--- src/rtl/ascii_pkg.sv ---
// ASCII helpers shared by the case-conversion blocks.
package ascii_pkg;

    typedef logic [7:0] ascii_t;

    localparam ascii_t ASCII_UPPER_A  = 8'd65;
    localparam ascii_t ASCII_UPPER_Z  = 8'd90;
    localparam ascii_t ASCII_LOWER_A  = 8'd97;
    localparam ascii_t ASCII_LOWER_Z  = 8'd122;
    localparam ascii_t ASCII_CASE_BIT = 8'h20;

    // Occupancy of the 2-entry output buffer; the only control state in the stream block.
    typedef enum logic [1:0] {
        StEmpty = 2'd0,
        StOne   = 2'd1,
        StFull  = 2'd2
    } occ_e;

    function automatic logic ascii_is_upper(ascii_t c);
        return (c >= ASCII_UPPER_A) && (c <= ASCII_UPPER_Z);
    endfunction

    function automatic logic ascii_is_lower(ascii_t c);
        return (c >= ASCII_LOWER_A) && (c <= ASCII_LOWER_Z);
    endfunction

endpackage

--- src/rtl/ascii_lower_map.sv ---
// Combinational byte mapper: 'A'..'Z' become 'a'..'z', everything else passes through.
module ascii_lower_map
    import ascii_pkg::*;
(
    input  ascii_t char_i,
    output ascii_t char_o,
    output logic   is_upper_o
);

    logic is_upper;

    // Setting the case bit is enough because upper and lower letters differ only in bit 5.
    always_comb begin
        is_upper   = ascii_is_upper(char_i);
        char_o     = is_upper ? (char_i | ASCII_CASE_BIT) : char_i;
        is_upper_o = is_upper;
    end

    // A converted letter must land in the lower-case range.
    always_comb begin
        if (is_upper) begin
            assert (ascii_is_lower(char_o));
        end
    end

endmodule

--- src/rtl/to_lower_stream.sv ---
// Streaming lower-case converter with a 2-entry registered output buffer and
// saturating accepted/converted byte counters.
module to_lower_stream
    import ascii_pkg::*;
#(
    parameter int unsigned CNT_W  = 16,
    parameter int unsigned DATA_W = 8
) (
    input  logic              clk,
    input  logic              rst_n,
    input  logic              in_valid,
    output logic              in_ready,
    input  logic [DATA_W-1:0] in_data,
    output logic              out_valid,
    input  logic              out_ready,
    output logic [DATA_W-1:0] out_data,
    input  logic              cnt_clr,
    output logic [CNT_W-1:0]  char_count,
    output logic [CNT_W-1:0]  conv_count
);

    // Reject illegal parameterisations at elaboration time.
    if (DATA_W != 8) begin : g_bad_data_w
        $error("to_lower_stream: DATA_W must be 8");
    end
    if (CNT_W < 2) begin : g_bad_cnt_w
        $error("to_lower_stream: CNT_W must be at least 2");
    end

    localparam logic [CNT_W-1:0] CntMax = '1;

    occ_e               occ_q, occ_d;
    ascii_t             head_q, head_d;
    ascii_t             tail_q, tail_d;
    logic [CNT_W-1:0]   char_cnt_q, char_cnt_d;
    logic [CNT_W-1:0]   conv_cnt_q, conv_cnt_d;

    ascii_t             mapped;
    logic               mapped_upper;
    logic               push;
    logic               pop;

    ascii_lower_map u_map (
        .char_i     (in_data),
        .char_o     (mapped),
        .is_upper_o (mapped_upper)
    );

    // Handshake flags come from registered occupancy only, so out_ready never reaches in_ready.
    always_comb begin
        in_ready  = (occ_q != StFull);
        out_valid = (occ_q != StEmpty);
        out_data  = head_q;
        push      = in_valid && in_ready;
        pop       = out_valid && out_ready;
    end

    // Buffer next state: head is always the oldest byte, tail only holds the second one.
    always_comb begin
        occ_d  = occ_q;
        head_d = head_q;
        tail_d = tail_q;
        unique case (occ_q)
            StEmpty: begin
                if (push) begin
                    head_d = mapped;
                    occ_d  = StOne;
                end
            end
            StOne: begin
                if (push && pop) begin
                    // Replace the departing head; occupancy unchanged, no bubble.
                    head_d = mapped;
                end else if (push) begin
                    tail_d = mapped;
                    occ_d  = StFull;
                end else if (pop) begin
                    occ_d  = StEmpty;
                end
            end
            StFull: begin
                if (pop) begin
                    head_d = tail_q;
                    occ_d  = StOne;
                end
            end
            default: begin
                occ_d = StEmpty;
            end
        endcase
    end

    // Counter next state: clear beats a same-cycle push; both saturate independently.
    always_comb begin
        char_cnt_d = char_cnt_q;
        conv_cnt_d = conv_cnt_q;
        if (cnt_clr) begin
            char_cnt_d = '0;
            conv_cnt_d = '0;
        end else if (push) begin
            if (char_cnt_q != CntMax) begin
                char_cnt_d = char_cnt_q + 1'b1;
            end
            if (mapped_upper && (conv_cnt_q != CntMax)) begin
                conv_cnt_d = conv_cnt_q + 1'b1;
            end
        end
    end

    // State registers; reset discards any buffered bytes.
    always_ff @(posedge clk or negedge rst_n) begin
        if (!rst_n) begin
            occ_q      <= StEmpty;
            head_q     <= '0;
            tail_q     <= '0;
            char_cnt_q <= '0;
            conv_cnt_q <= '0;
        end else begin
            occ_q      <= occ_d;
            head_q     <= head_d;
            tail_q     <= tail_d;
            char_cnt_q <= char_cnt_d;
            conv_cnt_q <= conv_cnt_d;
        end
    end

    // Counter outputs are plain register copies.
    always_comb begin
        char_count = char_cnt_q;
        conv_count = conv_cnt_q;
    end

endmodule

--- config.mk ---
export PLATFORM = sky130hd
export DESIGN_NAME = to_lower_stream
export DESIGN_NICKNAME = d
export VERILOG_FILES = /design/src/rtl/ascii_pkg.sv /design/src/rtl/ascii_lower_map.sv /design/src/rtl/to_lower_stream.sv
export SDC_FILE = /design/constraint.sdc
export NUM_CORES = 1
export LEC_CHECK = 0
export BUFFER_PORTS_ARGS = -buffer_cell sky130_fd_sc_hd__buf_2
export CAP_MARGIN = 20
export CORE_ASPECT_RATIO = 0.8
export CORE_MARGIN = 4
export CORE_UTILIZATION = 59
export DETAILED_ROUTE_END_ITERATION = 8
export MAX_ROUTING_LAYER = met4
export PLACE_DENSITY = 0.85
export SLEW_MARGIN = 10
export SYNTH_ARGS = -nofsm -noshare
export SYNTH_HDL_FRONTEND = slang
export SYNTH_SLANG_ARGS = --single-unit
--- constraint.sdc ---
create_clock -name clk -period 3.1 [get_ports clk]
set_input_delay 0.465 -clock clk [delete_from_list [all_inputs] [get_ports clk]]
set_output_delay 0.465 -clock clk [all_outputs]
set_load 0.05 [all_outputs]
* Yosys cells after proc, flatten, opt, wreduce, memory -nomap -nowiden
Cells that the tools add are included.
Cells by class: $add $sub $neg 2, $lt $le $gt $ge 2, multiplexer cells 17, equality and inequality tests 10, bitwise operators 1, reduce and logical (&&, ||, !) cells 16
Operator list (count):
- 16-bit two-way mux | 6
- 16-bit by 1-bit adder with 16-bit output, second input constant | 2
- 16-bit != test, second input constant | 2
- 8-bit two-way mux | 3
- 8-bit one-hot mux with 3 select lines | 1
- 2-bit two-way mux | 5
- 2-bit != test, second input constant | 5
- 8-bit by 7-bit >= comparator with 1-bit output, second input constant | 1
- 8-bit by 7-bit less-or-equal comparator with 1-bit output, second input constant | 1
- 4-bit AND reduction | 2
- 2-bit nonzero test | 4
- 6-bit two-way mux | 1
- 2-bit one-hot mux with 3 select lines | 1
- 1-bit logical AND | 5
- 2-bit AND reduction | 2
- 3-bit != test, second input constant | 1
- 3-bit AND reduction | 1
- 3-bit nonzero test | 1
- 2-bit by 1-bit == test with 1-bit output, second input constant | 1
- 2-bit == test, second input constant | 1
- 2-bit logical NOT | 1
- 1-bit NOT | 1
Storage, ports and cells: output and inout port bits 42, logic and storage cells 53, register bits 50, input port bits 13

* Depth between registers and ports, before layout
Gate-level depths: netlist of the first run.
depth in word-level cells 6, depth in mapped cells 8, gate-level depth less buffers 6

* Cells and area by module
From an unflattened synthesis of the first run, not the netlist that was laid out.
Second synthesis, totals: cells, all modules 295, area total of the unflattened synthesis 2780.2 µm²
Modules (own cells, without submodules):
- to_lower_stream | times used 1, seq. area each 1251.2 µm², area each 2680.1 µm², cells each 281
- ascii_lower_map | times used 1, seq. area each 0.0 µm², area each 100.1 µm², cells each 14

* Worst setup path before layout of the first run
No wires, ideal clock.
path type flip-flop to flip-flop, start point register conv_cnt_q[0], in the netlist conv_count[0], end point register conv_cnt_q[8], in the netlist conv_count[8], library setup time 0.128 ns, required time 2.972 ns, cell stages (with the launch flop) 9, buffers on the path 2, setup slack 0.718 ns, arrival time 2.254 ns, clock period less this slack 2.382 ns, cell sequence dfrtp_1 ha_1 and3_1 buf_6 and3_4 buf_6 a211oi_4 nand4_1 mux2_1
Between the ends: longest elaborated chain between the ends 4, elaborated cells between the ends (all ways) 8, those cells by class add/sub: 1; eq/ne: 1; mux: 3; reduce/logical: 3
Ends and longest elaborated chain:
- start, declared | RTL line to_lower_stream.sv:36 | logic [CNT_W-1:0] conv_cnt_q, conv_cnt_d;
- start signal, assigned | RTL line to_lower_stream.sv:123 | conv_cnt_q <= conv_cnt_d;
- 16-bit by 1-bit adder with 16-bit output / 16-bit != test (equally long branches) | RTL line to_lower_stream.sv:105, to_lower_stream.sv:104
- 16-bit two-way mux / 1-bit logical AND (equally long branches) | RTL line to_lower_stream.sv:104 | if (mapped_upper && (conv_cnt_q != CntMax)) begin
- 16-bit two-way mux / 2-bit nonzero test (equally long branches)
- 16-bit two-way mux / 2-bit AND reduction (equally long branches)
Several ways; a longest one is shown, not always the timed one. The select of a mux whose other input is x is not followed. A chain may end at the register's enable or synchronous reset.

* Worst setup path in the final report of the first run
start point register conv_cnt_q[10], in the netlist conv_count[10], end point register conv_cnt_q[13], in the netlist conv_count[13]
The elaborated chain is that of the path after synthesis.

==> flow_summary_export.csv, run 1 <==
group,metric,value,unit
outcome,status,"completed",
yosys,synthMostInstantiatedCell,"dfrtp_1",
timing,setup_viol,0,
yosys,synth_flop_cell,"dfrtp_1",
cts,clockBufferDepth,2,
cells_and_area,antennaDiodeCount,0,
timing,fin_crit,2.13,ns
drt,drt-total-wl,5630,um
cells_and_area,finalInstanceArea,3130,um^2
setup_path,critPathKind,"reg2reg",
floorplanning,initial_core_util,63.3,%
timing,relSlewSlack,54.5,%
setup_path,cp.arrival,2.32,ns
timing,tightestPinTransition,0.679,ns
setup_path,crit_required,3.29,ns
floorplanning,core_area,4340,um^2
yosys,yosys.area.top_type,"dfrtp_1",
drt,vias,2245,
yosys,syn_inst,269,
power,p_per_area,509,nW/um^2
yosys,synthTopCellsByCount,"50 x dfrtp_1, 35 x nor2_1, 24 x nand2_1",
yosys,ys_seq_elements,50,
drt,dr.pass1.iters,4,
global_route,grt_max_degree,27,
cts,cts_root_buffer,"clkbuf_8",
yosys,syn_area_per_cell,10.2,um^2
drt,post_drt_wl_per_cell,14.8,um
timing,final_hold_viol_count,0,
cts,cts_hold_buf,0,
yosys,yosys.cell_types.count,56,
cells_and_area,final_util,72.3,%
setup_path,cp-start-kind,"register",
drt,dr.first_iter.drc_count,99,
floorplanning,dieArea,5810,um^2
global_route,grt_busiest_layer,"met2",
power,p_leak,0.00138,uW
job,cap_violations,0,
drt,antenna_violating_nets_post_route,0,
global_route,met3_usage,4.75,%
drt,vias_per_cell,5.89,
yosys,synth_area,2740,um^2
setup_path,max_stage_delay,0.48,ns
cells_and_area,fill_cells,350,
timing,clock.fmax,469,MHz
floorplanning,row_count,21,
cts,cts_tree,"done",
setup_path,cp_top_family,"simple AND/OR/NAND/NOR gates",
yosys,yosysWarningCount,0,
global_route,grtUsageTotal,21.9,%
timing,period_share,68.8,%
floorplanning,die_h,69.0,um
setup_path,path_buf_inv,0,
worst_hold_path,hold_class,"in2async",
timing,rsz0062_at_grt,"no",
cts,clock_latency,0.30,ns
global_route,grt-ovfl-total,0,
floorplanning,ios,55,
global_route,use_met2,35.3,%
floorplanning,die_w,84.2,um
setup_path,crit_path_end_kind,"register",
global_route,antenna_found_initial,0,
setup_path,cp_slowest_cell,"dfrtp_1",
global_route,met1_usage,27.5,%
power,max-vdd-ir-drop,0.369,mV
cts,post_cts_resized,0,
cts,post-cts-setup-buffers,0,
yosys,synth_edf_count,0,
timing,final_max_slew_viol_count,0,
placed_design,place_area,3040,um^2
placed_design,numPortBuffers,54,
cells_and_area,layout.nets,338,
cts,h-tree-depth,2,
cts,clkSinkCount,50,
global_route,grt_pass1_wl,9750,um
cells_and_area,drive_gt1_share,28.7,%
placed_design,dpl.hpwl,4140,um
setup_path,path_cells,"and4_1 > and3_1 > a2111oi_4 > nand4_1 > mux2_1",
yosys,synthTopCellsByArea,"dfrtp_1 46%, nor2_1 4.8%, xnor2_1 4.2%",
cells_and_area,syn_to_final_growth,14.2,%
global_route,grt_pass1_vias,2155,
cts,cts.clk_slew.worst_paths,0.09,ns
timing,finClkSkew,0.00630,ns
drt,drc_errors,0,
placed_design,gp_congestion,0.814,
yosys,seq_area_frac_synth,45.6,%
yosys,synth_top_area_share,45.6,%
setup_path,crit_path_max_fanout,8,
cts,numCtsBuffers,5,
timing,setup_tns,0,ns
yosys,synth_nets,284,
yosys,async_flop_share,100,%
## layer usage
metal / vias up / part of all wire, % / routed length (um)
met4: 0 / 1.1 / 61
met2: 56 / 48 / 2700
li1: 1082 / - / -
met1: 1101 / 45 / 2530
met5: - / 0 / 0
met3: 6 / 5.9 / 334
## power breakdown
part | internal, uW | switching [uW] | total [uW]
Clock | 180 | 214 | 393
Combinational | 123 | 285 | 409
Sequential | 738 | 53.4 | 792
## worst register-to-register path: cells and delay by family (launching register included)
| family | cells | cell delay (ns) |
|---|---|---|
| and+or+nand+nor | 3 | 0.76 |
| DFF | 1 | 0.48 |
| AOI/OAI and AO/OA | 1 | 0.45 |
| muxes | 1 | 0.32 |
## area by class of cell
type	count	area (um^2)	area share (%)
Sequential cell	50	1250	39.9
Timing Repair Buffer	58	300	9.58
Inverter	6	27.5	0.879
Tap cell	57	71.3	2.28
Clock buffer	6	82.6	2.64
Clock inverter	2	12.5	0.399
Multi-Input combinational cell	202	1390	44.3
## registers in the layout (all words and copies together), names as in the netlist
register	count
char_count	16
conv_count	16
occ_q	2
out_data	8
tail_q	8
## cells by family (layout without fill, tap and decap cells)
| group | after synthesis | after routing | share of synthesized area (%) |
|---|---|---|---|
| simple gates | 119 | 119 | 24.0 |
| compound gates | 55 | 55 | 16.4 |
| flops | 50 | 50 | 45.6 |
| buf+inv | 17 | 72 | 3.79 |
| xor+xnor | 14 | 14 | 4.47 |
| mux | 12 | 12 | 4.88 |
| fa+ha+maj | 2 | 2 | 0.912 |
## placed cells by master, fill, tap and decap left out, types with 3 or more instances in the layout
master,count
buf_2,54
dfrtp_1,50
nor2_1,35
nand2_1,24
a21oi_1,17
xnor2_1,13
nand3_1,11
and3_1,7
a31oi_1,7
mux2_2,7
nor2b_1,6
nand2b_1,6
clkbuf_8,6
a2111oi_2,5
inv_1,5
nand4_1,5
mux2_1,4
buf_4,4
a31o_1,3
o21ai_0,3
o22ai_1,3
or4_1,3
or3_1,3
## worst paths after layout
path | end | slack [ns] | cells past startpoint | from
hold / removal | char_count[12] | 0.14 | 1 | rst_n
setup reg to reg | conv_count[13] | 0.97 | 5 | conv_count[10]
min in group clk | occ_q[1] | 0.41 | 2 | out_ready
max in group asynchronous | conv_count[11] | 2.23 | 2 | rst_n
setup / recovery | conv_count[13] | 0.97 | 5 | conv_count[10]
hold reg to reg | tail_q[4] | 0.51 | 1 | tail_q[4]
## stage by stage
| stage | worst slack [ns] | instances | total power, uW | hold slack, ns |
|---|---|---|---|---|
| after floorplan | 0.718 | 269 | 1110 | 0.169 |
| after global placement | 0.873 | 373 | 1210 | 0.488 |
| after detailed placement | 0.824 | 373 | 1220 | 0.481 |
| after CTS | 0.973 | 381 | 1610 | 0.148 |
| after global routing | 0.819 | 381 | 1680 | 0.171 |
| final | 0.968 | 381 | 1590 | 0.136 |
Note: power is estimated with default switching activity, not from simulation.
==> inputs of run 2 (changes only) <==
--- a/config.mk
+++ b/config.mk
@@ -9,10 +9,10 @@
 export CAP_MARGIN = 20
 export CORE_ASPECT_RATIO = 0.8
 export CORE_MARGIN = 4
-export CORE_UTILIZATION = 59
+export CORE_UTILIZATION = 50
 export DETAILED_ROUTE_END_ITERATION = 8
 export MAX_ROUTING_LAYER = met4
-export PLACE_DENSITY = 0.85
+export PLACE_DENSITY = 0.76
 export SLEW_MARGIN = 10
 export SYNTH_ARGS = -nofsm -noshare
 export SYNTH_HDL_FRONTEND = slang
==> constraint.sdc (replaced) <==
create_clock -name clk -period 1.9 [get_ports clk]
set_input_delay 0.285 -clock clk [delete_from_list [all_inputs] [get_ports clk]]
set_output_delay 0.285 -clock clk [all_outputs]
set_load 0.05 [all_outputs]
==> flow_summary_export.csv, run 2 (synthesis gave the netlist of run 1 again) <==
group,metric,value,unit
cells_and_area,layout_commonest_cell,"buf_2",
cells_and_area,syn_to_final_growth,24.9,%
worst_hold_path,hold_class,"in2async",
floorplanning,initial_core_util,53.2,%
drt,antenna_violating_nets_post_route,0,
placed_design,gp_congestion,0.849,
floorplanning,ios,55,
timing,setup_viol,0,
drt,route.met3.wl,280,um
drt,post_drt_wl_per_cell,14.9,um
cts,clkSinkCount,50,
timing,final_hold_viol_count,0,
drt,highest_layer,"met4",
setup_path,critPathKind,"reg2reg",
setup_path,crit_path_max_fanout,7,
setup_path,cp-start-kind,"register",
global_route,grt_max_degree,51,
floorplanning,die_w,90.8,um
drt,vias_per_cell,5.66,
cells_and_area,ff_latch_area,1280,um^2
job,cap_violations,0,
timing,rsz0062_at_grt,"yes",
cts,clock_latency,0.30,ns
cts,clockBufferDepth,2,
setup_path,crit_required,2.08,ns
timing,relSlewSlack,58.0,%
cells_and_area,fill_cells,422,
drt,vias,2321,
outcome,status,"completed",
power,p_per_area,802,nW/um^2
drt,met2_length,2710,um
placed_design,numPortBuffers,54,
cts,cts.clk_slew.worst_paths,0.09,ns
cells_and_area,drive_gt1_share,42.2,%
global_route,antenna_found_initial,0,
timing,period_share,98.0,%
drt,wl_met1,3040,um
floorplanning,row_count,23,
setup_path,r2r_cells,7,
timing,finClkSkew,0.00660,ns
drt,drc_errors,0,
setup_path,worst_r2r_endpoint,"conv_count[3]",
cts,cts_root_buffer,"clkbuf_8",
cts,cts_hold_buf,0,
timing,fin_crit,1.86,ns
floorplanning,dieArea,6740,um^2
cts,h-tree-depth,2,
global_route,grtUsageTotal,19.6,%
timing,final_max_slew_viol_count,0,
cells_and_area,layout.nets,362,
floorplanning,die_h,74.2,um
setup_path,r2r_slack,0.04,ns
cells_and_area,multi_input_area,1450,um^2
floorplanning,core_area,5150,um^2
setup_path,r2r-start,"conv_count[1]",
cells_and_area,layout_common_cells,"54 x buf_2, 35 x nor2_1, 29 x dfrtp_1, 25 x buf_4, 24 x nand2_1",
timing,tightestPinTransition,0.629,ns
drt,dr.pass1.iters,4,
global_route,grt_pass1_wl,10400,um
global_route,grt-ovfl-total,0,
placed_design,dpl.hpwl,4310,um
drt,drt-total-wl,6130,um
setup_path,cp.arrival,2.05,ns
drt,dr.first_iter.drc_count,70,
power,max-vdd-ir-drop,0.555,mV
cts,cts_tree,"done",
cts,numCtsBuffers,5,
timing,fin_worst_hold_slack,0.0776,ns
setup_path,crit_path_end_kind,"register",
cells_and_area,antennaDiodeCount,0,
cells_and_area,final_util,66.5,%
timing,clock.fmax,537,MHz
power,p_leak,0.00148,uW
global_route,grt_pass1_vias,2207,
[run 2: cell count changes in the layout (fill, tap and decap cells not counted), moves of 2 or more]
| cell | delta |
|---|---|
| buf_4 | +21 |
| dfrtp_1 | -21 |
| and3_2 | +2 |
| and3_4 | +2 |
| ha_4 | +2 |
| buf_6 | +2 |
| and3_1 | -3 |
| ha_1 | -2 |
| dfrtp_2 | +21 |
[run 2: timing repair]
item	4_1_cts	5_1_grt
gates resized for setup	0	9
pin swaps	0	3
endpoints found under the setup margin	1	12
gates cloned	1	0
setup buffers	1	2
[run 2: worst max-delay path, stage by stage (launching register included)]
cell and delay (ns):
dfrtp_2 0.44, ha_4 0.17, and3_4 0.18, and3_4 0.19
buf_4 0.14, a2111oi_2 0.37, xnor2_1 0.17, nor2_1 0.08
[run 2: stage by stage]
stage                     TNS, ns  setup WS, ns  instance area (um^2)  total power (uW)  cells
after detailed placement        0        0.0120                  3250              2020    398
after global routing      -0.0492       -0.0409                  3420              2870    410
final                           0        0.0384                  3420              2750    410
after CTS                       0        0.0240                  3370              2770    408
after global placement          0        0.0503                  3250              2010    398
after floorplan             -1.35        -0.276                  2800              1810    269
[run 2: worst max path at each step]
stage	from	end	cells past startpoint	slack, ns
finish	conv_count[1]	conv_count[3]	7	0.04
floorplan	conv_count[0]	conv_count[8]	8	-0.28
global placement	in_data[4]	conv_count[15]	6	0.05
CTS	conv_count[12]	conv_count[13]	5	0.02
detailed placement	conv_count[0]	conv_count[10]	6	0.01
global route	conv_count[0]	conv_count[3]	7	-0.04
[run 2: per-layer routing]
layer  vias up  GRT usage (%)
li1       1136              -
met1      1114           27.4
met2        59           29.3
met3        12           3.44
met4         0           6.19
met5         -              -
[run 2: area by class of cell]
type | count | share of cell area [%]
multi-input combinational | 203 | 42.4
clock inverter | 3 | 1.17
tap | 62 | 2.27
inverter | 6 | 0.804
sequential | 50 | 37.3
timing repair buffer | 81 | 14.0
clock buffer | 5 | 2.01
[run 2: power breakdown]
group	internal [uW]	total (uW)	switching, uW
logic	231	713	482
clock network	388	750	362
registers	1210	1280	76.7
total	1830	2750	920
==> inputs of run 3 (changes only) <==
--- a/config.mk
+++ b/config.mk
@@ -11,7 +11,6 @@
 export CORE_MARGIN = 4
 export CORE_UTILIZATION = 50
 export DETAILED_ROUTE_END_ITERATION = 8
-export MAX_ROUTING_LAYER = met4
 export PLACE_DENSITY = 0.76
 export SLEW_MARGIN = 10
 export SYNTH_ARGS = -nofsm -noshare
==> flow_summary_export.csv, run 3 (synthesis gave the netlist of run 1 again) <==
group,metric,value,unit
outcome,status,"completed",
floorplanning,initial_core_util,53.2,%
setup_path,crit_path_max_fanout,7,
cts,cts_root_buffer,"clkbuf_8",
cells_and_area,ff_latch_area,1280,um^2
setup_path,crit_required,2.08,ns
worst_hold_path,hold_class,"in2async",
global_route,grtUsageTotal,18.9,%
cells_and_area,multi_input_area,1450,um^2
cells_and_area,fill_cells,422,
cells_and_area,antennaDiodeCount,0,
setup_path,worst_r2r_endpoint,"conv_count[3]",
global_route,antenna_found_initial,0,
global_route,grt-ovfl-total,0,
drt,vias,2312,
power,max-vdd-ir-drop,0.555,mV
timing,fin_crit,1.86,ns
cts,h-tree-depth,2,
cells_and_area,drive_gt1_share,42.2,%
timing,finClkSkew,0.00560,ns
cells_and_area,syn_to_final_growth,24.9,%
setup_path,r2r-start,"conv_count[1]",
timing,relSlewSlack,57.8,%
timing,final_hold_viol_count,0,
timing,final_max_slew_viol_count,0,
cells_and_area,layout_common_cells,"54 x buf_2, 35 x nor2_1, 29 x dfrtp_1, 25 x buf_4, 24 x nand2_1",
setup_path,cp-start-kind,"register",
setup_path,critPathKind,"reg2reg",
floorplanning,dieArea,6740,um^2
placed_design,dpl.hpwl,4310,um
power,p_per_area,800,nW/um^2
placed_design,place_ws,0.0120,ns
cts,clockBufferDepth,2,
drt,dr.pass1.iters,4,
timing,clock.fmax,537,MHz
cts,cts.clk_slew.worst_paths,0.09,ns
setup_path,cp.arrival,2.05,ns
power,p_leak,0.00148,uW
setup_path,crit_path_end_kind,"register",
global_route,grt_max_degree,51,
cells_and_area,final_util,66.5,%
cells_and_area,layout.nets,362,
drt,dr.first_iter.drc_count,81,
floorplanning,row_count,23,
cts,cts_hold_buf,0,
cts,clock_latency,0.30,ns
setup_path,r2r_cells,7,
drt,vias_per_cell,5.64,
floorplanning,core_area,5150,um^2
floorplanning,ios,55,
floorplanning,die_w,90.8,um
cts,cts_tree,"done",
timing,tightestPinTransition,0.634,ns
drt,post_drt_wl_per_cell,14.9,um
timing,setup_viol,0,
drt,antenna_violating_nets_post_route,0,
cts,numCtsBuffers,5,
job,cap_violations,0,
timing,finalWorstSetupSlack,0.0378,ns
timing,rsz0062_at_grt,"yes",
drt,drt-total-wl,6130,um
placed_design,numPortBuffers,54,
global_route,grt_pass1_wl,10400,um
cells_and_area,layout_commonest_cell,"buf_2",
floorplanning,die_h,74.2,um
timing,period_share,98.0,%
cts,clkSinkCount,50,
drt,drc_errors,0,
global_route,grt_pass1_vias,2204,
placed_design,gp_congestion,0.836,
power,finalPower,2740,uW
setup_path,r2r_slack,0.04,ns
==> run 3: per-layer routing <==
layer  global-route usage, %  part of all wire [%]  up-vias
li1                        -                     -     1133
met1                    27.2                    49     1088
met2                    29.3                    44       79
met3                    3.64                   5.9       12
met4                    6.19                   1.5        0
met5                       0                     0        -
==> run 3: metrics by stage <==
step	TNS [ns]	hold WS (ns)	std cells	cell area [um^2]
4_1_cts	0	0.105	408	3370
3_5_place_dp	0	0.434	398	3250
3_3_place_gp	0	0.434	398	3250
6_report	0	0.0797	410	3420
5_1_grt	-0.0492	0.125	410	3420
2_1_floorplan	-1.35	-0.0106	269	2800
==> run 3: area by class of cell <==
type | count | share of cell area [%]
clock buffers | 5 | 2.01
clock inverters | 3 | 1.17
well taps | 62 | 2.27
flip-flops and latches | 50 | 37.3
inverters | 6 | 0.804
repair buffers | 81 | 14.0
multi-input cells | 203 | 42.4
==> run 3: worst max path at each step <==
| stage | start | cells after the start | slack (ns) | endpoint |
|---|---|---|---|---|
| 6_report | conv_count[1] | 7 | 0.04 | conv_count[3] |
| 5_1_grt | conv_count[0] | 7 | -0.04 | conv_count[3] |
| 4_1_cts | conv_count[12] | 5 | 0.02 | conv_count[13] |
| 3_5_place_dp | conv_count[0] | 6 | 0.01 | conv_count[10] |
| 3_3_place_gp | in_data[4] | 6 | 0.05 | conv_count[15] |
| 2_1_floorplan | conv_count[0] | 8 | -0.28 | conv_count[8] |
==> run 3: where the power goes <==
group / switching [uW] / internal [uW] / total (uW)
combinational: 482 / 231 / 713
clock: 356 / 388 / 744
sequential: 77.1 / 1210 / 1280
==> run 3: worst max-delay path: stages, from the launching register on <==
cell,delay [ns]
dfrtp_2,0.44
ha_4,0.17
and3_4,0.18
and3_4,0.19
buf_4,0.14
a2111oi_2,0.37
xnor2_1,0.17
nor2_1,0.08
==> run 3: what timing repair did <==
item	4_1_cts	5_1_grt
pin swaps	0	3
hold endpoints to repair	0	0
setup endpoints to repair	1	12
gates cloned	1	0
resized for setup	0	9
setup buffers	1	2
